`config.mk`:
```
export PLATFORM = sky130hd
export DESIGN_NAME = object_store_flat
export DESIGN_NICKNAME = d
export VERILOG_FILES = /design/src/rtl/object_store_if.sv /design/src/rtl/object_store.sv /design/src/flat_wrapper.sv
export SDC_FILE = /design/constraint.sdc
export NUM_CORES = 1
export LEC_CHECK = 0
export BUFFER_PORTS_ARGS = -buffer_cell sky130_fd_sc_hd__buf_2
export CAP_MARGIN = 20
export CORE_MARGIN = 3
export CORE_UTILIZATION = 23
export CTS_BUF_LIST = sky130_fd_sc_hd__clkbuf_16
export DETAILED_ROUTE_END_ITERATION = 6
export HOLD_SLACK_MARGIN = 0.03
export PLACE_DENSITY = 0.47
export SYNTH_ARGS = -nofsm -noshare
export SYNTH_HDL_FRONTEND = slang
export SYNTH_SLANG_ARGS = --single-unit
```
`constraint.sdc`:
```
create_clock -name clock -period 3.55 [get_ports clock]
set_clock_uncertainty 0.15 [all_clocks]
set_input_delay 0 -clock clock [delete_from_list [all_inputs] [get_ports clock]]
set_output_delay 0 -clock clock [all_outputs]
set_load 0.01 [all_outputs]
```
`src/rtl/object_store_if.sv`:
```
// Client request/done bus between the rope controller (master) and object_store (slave).
interface object_store_if;
    logic        read_req;
    logic        write_req;
    logic [3:0]  address;
    logic [31:0] write_data;
    logic [31:0] read_data;
    logic        read_done;
    logic        write_done;
    logic        busy;

    modport master (
        output read_req, write_req, address, write_data,
        input  read_data, read_done, write_done, busy
    );

    modport slave (
        input  read_req, write_req, address, write_data,
        output read_data, read_done, write_done, busy
    );
endinterface

```
`src/rtl/object_store.sv`:
```
// Sixteen-entry 32-bit object table with fixed-latency request/done client port.
// Optional registered drawing read port enabled by OBJECT_STORE_DRAW_PORT_EN.
//
// state     | meaning
// ----------+--------------------------------------------------------------
// S_INIT    | writing INIT_WORD to entries 0..15, one per cycle
// S_IDLE    | sampling read_req/write_req each edge
// S_RBUSY   | read accepted, counting LATENCY, loads read_data at the end
// S_WBUSY   | write accepted, counting LATENCY, commits to array at the end
// S_RECOVER | single dead cycle after a done pulse, requests ignored
module object_store #(
    parameter int unsigned LATENCY   = 2,
    parameter logic [31:0] INIT_WORD = 32'h0
) (
    input  logic                 clock,
    input  logic                 reset,
    object_store_if.slave        bus
`ifdef OBJECT_STORE_DRAW_PORT_EN
    ,
    input  logic [3:0]           draw_addr,
    output logic [31:0]          draw_data
`endif
);

    typedef enum logic [2:0] {
        S_INIT,
        S_IDLE,
        S_RBUSY,
        S_WBUSY,
        S_RECOVER
    } state_t;

    localparam logic [3:0] LAT_M1 = 4'(LATENCY - 1);

    state_t      state_q, state_d;
    logic [3:0]  cnt_q, cnt_d;
    logic [3:0]  addr_q, addr_d;
    logic [31:0] wdata_q, wdata_d;
    logic [31:0] read_data_q, read_data_d;
    logic        read_done_q, read_done_d;
    logic        write_done_q, write_done_d;
    logic        busy_q, busy_d;

    logic [31:0] mem_q [16];
    logic        mem_we;
    logic [3:0]  mem_waddr;
    logic [31:0] mem_wdata;

    always_comb begin
        state_d      = state_q;
        cnt_d        = cnt_q;
        addr_d       = addr_q;
        wdata_d      = wdata_q;
        read_data_d  = read_data_q;
        read_done_d  = 1'b0;
        write_done_d = 1'b0;
        mem_we       = 1'b0;
        mem_waddr    = cnt_q;
        mem_wdata    = INIT_WORD;

        case (state_q)
            S_INIT: begin
                mem_we    = 1'b1;
                mem_waddr = cnt_q;
                cnt_d     = cnt_q + 4'd1;
                if (cnt_q == 4'hF) begin
                    state_d = S_IDLE;
                    cnt_d   = 4'd0;
                end
            end
            S_IDLE: begin
                // Write has priority; a simultaneous read is dropped, not queued.
                if (bus.write_req) begin
                    addr_d  = bus.address;
                    wdata_d = bus.write_data;
                    cnt_d   = LAT_M1;
                    state_d = S_WBUSY;
                end else if (bus.read_req) begin
                    addr_d  = bus.address;
                    cnt_d   = LAT_M1;
                    state_d = S_RBUSY;
                end
            end
            S_RBUSY: begin
                if (cnt_q == 4'd0) begin
                    read_data_d = mem_q[addr_q];
                    read_done_d = 1'b1;
                    state_d     = S_RECOVER;
                end else begin
                    cnt_d = cnt_q - 4'd1;
                end
            end
            S_WBUSY: begin
                if (cnt_q == 4'd0) begin
                    mem_we       = 1'b1;
                    mem_waddr    = addr_q;
                    mem_wdata    = wdata_q;
                    write_done_d = 1'b1;
                    state_d      = S_RECOVER;
                end else begin
                    cnt_d = cnt_q - 4'd1;
                end
            end
            S_RECOVER: begin
                state_d = S_IDLE;
            end
            default: begin
                state_d = S_INIT;
                cnt_d   = 4'd0;
            end
        endcase

        busy_d = (state_d != S_IDLE);
    end

    always_ff @(posedge clock or posedge reset) begin
        if (reset) begin
            state_q      <= S_INIT;
            cnt_q        <= 4'd0;
            addr_q       <= 4'd0;
            wdata_q      <= 32'h0;
            read_data_q  <= 32'h0;
            read_done_q  <= 1'b0;
            write_done_q <= 1'b0;
            busy_q       <= 1'b1;
        end else begin
            state_q      <= state_d;
            cnt_q        <= cnt_d;
            addr_q       <= addr_d;
            wdata_q      <= wdata_d;
            read_data_q  <= read_data_d;
            read_done_q  <= read_done_d;
            write_done_q <= write_done_d;
            busy_q       <= busy_d;
        end
    end

    // Array contents need no reset: INIT rewrites every entry after reset.
    always_ff @(posedge clock) begin
        if (mem_we) begin
            mem_q[mem_waddr] <= mem_wdata;
        end
    end

    assign bus.read_data  = read_data_q;
    assign bus.read_done  = read_done_q;
    assign bus.write_done = write_done_q;
    assign bus.busy       = busy_q;

`ifdef OBJECT_STORE_DRAW_PORT_EN
    logic [31:0] draw_data_q, draw_data_d;

    // Samples the pre-edge array, so a same-edge client write shows up one cycle later.
    always_comb begin
        draw_data_d = mem_q[draw_addr];
    end

    always_ff @(posedge clock or posedge reset) begin
        if (reset) begin
            draw_data_q <= 32'h0;
        end else begin
            draw_data_q <= draw_data_d;
        end
    end

    assign draw_data = draw_data_q;
`endif

endmodule

```
`src/flat_wrapper.sv`:
```
// flat-port wrapper written by rule: the top's interface ports become plain ports
module object_store_flat 
#(
    parameter int unsigned LATENCY   = 2,
    parameter logic [31:0] INIT_WORD = 32'h0
)
  (clock, reset, bus_read_req, bus_write_req, bus_address, bus_write_data, bus_read_data, bus_read_done, bus_write_done, bus_busy);
  object_store_if bus_i ();
  input  logic clock;
  input  logic reset;
  input wire logic [$bits(bus_i.read_req)-1:0] bus_read_req;
  input wire logic [$bits(bus_i.write_req)-1:0] bus_write_req;
  input wire logic [$bits(bus_i.address)-1:0] bus_address;
  input wire logic [$bits(bus_i.write_data)-1:0] bus_write_data;
  output wire logic [$bits(bus_i.read_data)-1:0] bus_read_data;
  output wire logic [$bits(bus_i.read_done)-1:0] bus_read_done;
  output wire logic [$bits(bus_i.write_done)-1:0] bus_write_done;
  output wire logic [$bits(bus_i.busy)-1:0] bus_busy;
  assign bus_i.read_req = bus_read_req;
  assign bus_i.write_req = bus_write_req;
  assign bus_i.address = bus_address;
  assign bus_i.write_data = bus_write_data;
  assign bus_read_data = bus_i.read_data;
  assign bus_read_done = bus_i.read_done;
  assign bus_write_done = bus_i.write_done;
  assign bus_busy = bus_i.busy;
  object_store #(.LATENCY(LATENCY), .INIT_WORD(INIT_WORD)) u_core (.clock(clock), .reset(reset), .bus(bus_i));
endmodule
```
=== Word-level counts from Yosys, hierarchy flattened ===
Memory sizes are Yosys's and may differ from the RTL's. A register that Yosys moved wholly into a read port is not among the register bits.
Index checks and enable logic that the tools add are counted.

* Bits in registers: 46
* RAM bits: 512
* Input port bits: 40
* Output and inout bits: 35
* Word-level logic and storage cells: 49
* Memories kept: 1

* Add/sub/neg operators: 2
* Eq/ne operators: 8
* Mux-type cells: 22
* Bitwise logic cells: 1
* Reductions and logical operators: 8

{| class="wikitable"
|+ Memories
! name !! words !! width !! read ports !! clocked after Yosys merged registers in !! wr ports !! RTL line !! text
|-
| u_core.mem_q || 16 || 32 || 1 || 1 || 1 || object_store.sv:44 || <nowiki>logic [31:0] mem_q [16];</nowiki>
|}

{| class="wikitable"
|+ Operators with widths
! cell !! number
|-
| 32-bit two-way mux || 2
|-
| 4-bit two-way mux || 8
|-
| 4-bit case mux with 4 select lines || 1
|-
| 3-bit two-way mux || 4
|-
| 3-bit case mux with 4 select lines || 1
|-
| 3-bit by 2-bit == test with 1-bit output (second input constant) || 2
|-
| 2-bit AND reduction || 3
|-
| 1-bit two-way mux || 5
|-
| 4-bit by 1-bit adder with 4-bit output (second input constant) || 1
|-
| 4-bit == test (second input constant) || 1
|-
| 4-bit logical NOT || 1
|-
| 4-bit by 1-bit subtractor with 4-bit output (second input constant) || 1
|-
| 3-bit by 1-bit == test with 1-bit output (second input constant) || 1
|-
| 3-bit == test (second input constant) || 1
|-
| 3-bit logical NOT || 1
|-
| 3-bit by 1-bit != test with 1-bit output (second input constant) || 1
|-
| 3-bit != test (second input constant) || 1
|-
| 3-bit AND reduction || 1
|-
| 2-bit != test (second input constant) || 1
|-
| 1-bit case mux with 2 select lines || 1
|-
| 2-bit nonzero test || 1
|-
| 2-bit OR reduction || 1
|-
| 1-bit inverter || 1
|}

=== Depth between registers and ports, before layout ===
* Depth in word-level cells: 5
* Mapped depth: 9
* Mapped depth without buffers: 7

=== Worst setup path after synthesis ===
No wires, ideal clock.

* Path type: register -> register
* From: register u_core.cnt_q[0]
* To: memory u_core.mem_q[2][0], enable pin
* Setup time: 421 ps
* Arrival time: 3005 ps
* Data required time: 2979 ps
* Setup slack: -26 ps
* Stages on the path, launching flop included: 8
* Path buffers: 1
* Period minus slack after synthesis: 3576 ps
* Cells stage by stage: dfrtp_1 clkbuf_1 inv_1 ha_1 nor3b_1 nand2_1 o41a_1 nor2_1

* Word-level cells in the longest chain between the ends: 5
* Elaborated cells on any way between the ends: 7
* Those cells by class: mux (6); reduce/logical (1)

{| class="wikitable"
|+ RTL lines
! element !! RTL line !! text
|-
| start, declared || object_store.sv:36 || <nowiki>logic [3:0] cnt_q, cnt_d;</nowiki>
|-
| start signal, assigned || object_store.sv:128 || <nowiki>cnt_q <= cnt_d;</nowiki>
|-
| 4-bit logical NOT || object_store.sv:94 || <nowiki>if (cnt_q == 4'd0) begin</nowiki>
|-
| 1-bit two-way mux || object_store.sv:94 ||
|-
| 1-bit case mux with 2 select lines || object_store.sv:61 || <nowiki>case (state_q)</nowiki>
|-
| 1-bit two-way mux || object_store.sv:140 || <nowiki>if (mem_we) begin</nowiki>
|-
| 1-bit two-way mux (not written as such) || object_store.sv:141 || <nowiki>mem_q[mem_waddr] <= mem_wdata;</nowiki>
|-
| end, declared || object_store.sv:44 ||
|}

Parallel ways exist; a longest one is shown, timed or not.

=== Worst setup path in the final report ===
* From: register u_core.cnt_q[0]
* To: memory u_core.mem_q[14][7], enable pin

The elaborated chain is that of the path after synthesis.

==> impl_metrics.tcl <==
set metrics [dict create \
    clockRootBuffer "clkbuf_16" \
    path_clk_slew_ns 0.06 \
    wl_per_cell_um 21.54 \
    period_minus_slack_ns 3.154 \
    drtAntennaViolNets 0 \
    placed_area_mm2 0.02497 \
    crit_chain "inv_1 -> ha_1 -> nor3b_1 -> nand2_1 -> o41a_1 -> nor2_4 -> buf_4" \
    synth-edff-count 512 \
    syn-cell-area_mm2 0.02273 \
    grt_pass1_vias 12585 \
    htreeDepth 2 \
    max_freq_mhz 317.1 \
    cts_buffers 61 \
    drv_slew 0 \
    overflow 0 \
    wl_met3_um 1968 \
    tritoncts "built" \
    seq_area_frac_synth 0.7625 \
    synth-main-ff-cell "edfxtp_1" \
    clk_path_buf_depth 3 \
    layout_common_cells "edfxtp_1, mux4_2, dlygate4sd3_1" \
    drive_above_1_share 0.2900 \
    ys_async_sr_fraction 0.1322 \
    setup_viol_count_final 0 \
    vias 11551 \
    cp-end-kind "flop" \
    critPathKind "flop to flop" \
    wl_um 57810 \
    grt_max_degree 82 \
    m1WireLength_um 26240 \
    grt_pass1_wl_um 85770 \
    final_util 0.2895 \
    rsz0062_at_grt "false" \
    fp.dieW_um 320.3 \
    max-vdd-ir-drop_v 0.0005941 \
    hold_viol 0 \
    ctsResizeCount 0 \
    yosys_warnings 0 \
    outcome "finished, final reports clean" \
    fillers 9611 \
    drt_iter0_drc 788 \
    gp_congestion 0.7210 \
    clk_latency_ns 0.64 \
    startpoint_type "flop" \
    syn_inst 1118 \
    fp.dieH_um 320.3 \
    arrival_ns 3.26 \
    dpl.hpwl_um 33150 \
    top_layer "met5" \
    cp_data_required_time_ns 3.66 \
    syn_to_final_growth_pct 23.94 \
    numPortBuffers 74 \
    synth-seq-cells 590 \
    drcViolationCount 0 \
    post_synth_num_cell_types 54 \
    mostFrequentLayoutCell "edfxtp_1" \
    p_per_area_mw_per_mm2 762.3 \
    cts_setup_buffers 0 \
    min_period_over_period 0.8883 \
    worst_pin_slew_ns 0.9571 \
    core-area_mm2 0.09728 \
    multiInputGateArea_mm2 0.005130 \
    hold_class "input pin to flop" \
    antenna_found_initial 1 \
    cap_viol_max_count 0 \
    synth_fp_nets 1161 \
    layout.nets 1397 \
    critPathMaxStageDelay_ns 0.52 \
    dieArea_mm2 0.1026 \
    synth.avg_cell_area_um2 20.33 \
    seqCellArea_mm2 0.01734 \
    maxSlewHeadroom 0.3619 \
    wl_met2_um 28520 \
    vias_per_cell 4.304 \
    rows 114 \
    postCtsHoldBufs 108 \
    clock_sinks 590 \
    p_leak_uw 0.009259 \
    cp_slowest_cell "o41a_1" \
    start_util 0.2336 \
    critPathMaxFanout 32 \
    drt_pass1_iterations 5 \
    grt_usage 0.1130 \
    io_pins 75 \
    post-route-cell-area_mm2 0.02817 \
]
## logic make-up (layout without fill, tap and decap cells)
group | count (synthesis) | after routing | synth area share
and+or+nand+nor | 191 | 191 | 0.03981
DFF | 590 | 590 | 0.7625
adders and majority gates | 3 | 3 | 0.001652
muxes | 169 | 169 | 0.1469
other | 0 | 1 | 0
AOI/OAI and AO/OA | 90 | 90 | 0.03067
buffers and inverters | 75 | 364 | 0.01844
## critical path, delay by kind of cell (launching register included)
kind                       cells  cell delay, ns
and+or+nand+nor                3            0.71
DFF                            1            0.48
buffers and inverters          2            0.68
adders and majority gates      1            0.24
AOI/OAI and AO/OA              1            0.52
## where the power goes
part	switching [µW]	internal, µW	leakage [µW]	total [µW]
combinational	2820	2620	0.00268	5450
sequential	722	8760	0.00557	9480
clock	2740	3810	0.00101	6550
## sequential cells by signal, indices dropped and copies added, names as in the netlist
name and cells:
u_core.bus.write_done 1, u_core.addr_q 4, u_core.bus.busy 1, u_core.state_q 3
u_core.bus.read_done 1, u_core.cnt_q 4, u_core.bus.read_data 32, u_core.mem_q 512
u_core.wdata_q 32
## synthesized netlist by cell type (2+ instances only)
cell type | count | area share
and2_1 | 34 | 0.0094
buf_2 | 21 | 0.0046
mux4_2 | 128 | 0.13
nor2_1 | 85 | 0.014
edfxtp_1 | 512 | 0.68
or3_1 | 4 | 0.0011
or3b_1 | 2 | 0.00077
o21ai_0 | 7 | 0.0015
a31oi_1 | 2 | 0.00055
nor3_1 | 6 | 0.0013
o311ai_1 | 7 | 0.0027
clkbuf_2 | 2 | 0.00044
nand2_1 | 38 | 0.0063
mux2_2 | 37 | 0.018
ha_1 | 3 | 0.0017
a21oi_1 | 5 | 0.0011
o311ai_0 | 18 | 0.0069
buf_6 | 9 | 0.0045
o31ai_1 | 2 | 0.00066
nor4_1 | 4 | 0.0011
buf_4 | 11 | 0.0036
inv_1 | 10 | 0.0017
dfrtp_1 | 77 | 0.085
a22o_1 | 5 | 0.0019
nand3_1 | 6 | 0.0013
clkbuf_1 | 19 | 0.0031
a211o_1 | 4 | 0.0015
a22oi_1 | 28 | 0.0092
mux2i_1 | 4 | 0.0018
buf_1 | 2 | 0.00033
o211ai_1 | 2 | 0.00066
nor3_2 | 2 | 0.00088
## per-layer routing
layer	vias to the layer above	GRT usage
met5	-	0
met4	2	0.02964
met3	66	0.01477
met2	207	0.1904
met1	6242	0.1544
li1	5034	-
## area by class of cell
class | instances | area share
Timing Repair Buffer | 237 | 0.07001
Tap cell | 1276 | 0.05668
Antenna cell | 1 | 0.00008885
Clock inverter | 53 | 0.01795
Clock buffer | 63 | 0.05597
Inverter | 11 | 0.001555
Multi-Input combinational cell | 453 | 0.1821
Sequential cell | 590 | 0.6156
## worst paths after layout
path,startpoint,end,slack [ns],cells past startpoint
min,bus_write_req,u_core.bus.busy,0.24,4
max in group asynchronous,reset,u_core.bus.read_data[5],2.34,5
min reg2reg,u_core.bus.read_data[6],u_core.bus.read_data[6],0.33,2
max,u_core.cnt_q[0],u_core.mem_q[14][7],0.40,7
min in group asynchronous,reset,u_core.wdata_q[18],0.28,4
max reg2reg,u_core.cnt_q[0],u_core.mem_q[14][7],0.40,7
## through the flow
stage          instances  setup WS, ns  TNS (ns)  hold slack, ns  total power [µW]
3_3_place_gp        2458        0.4552         0         0.06615             14850
2_1_floorplan       1118      -0.02647    -4.947        -0.03316             12950
6_report            2684        0.3964         0          0.2417             21470
5_1_grt             2683        0.2542         0          0.2899             22550
4_1_cts             2682        0.4144         0          0.2461             21870
3_5_place_dp        2458        0.4333         0         0.06738             14930
(Power assumes the default switching activity.)
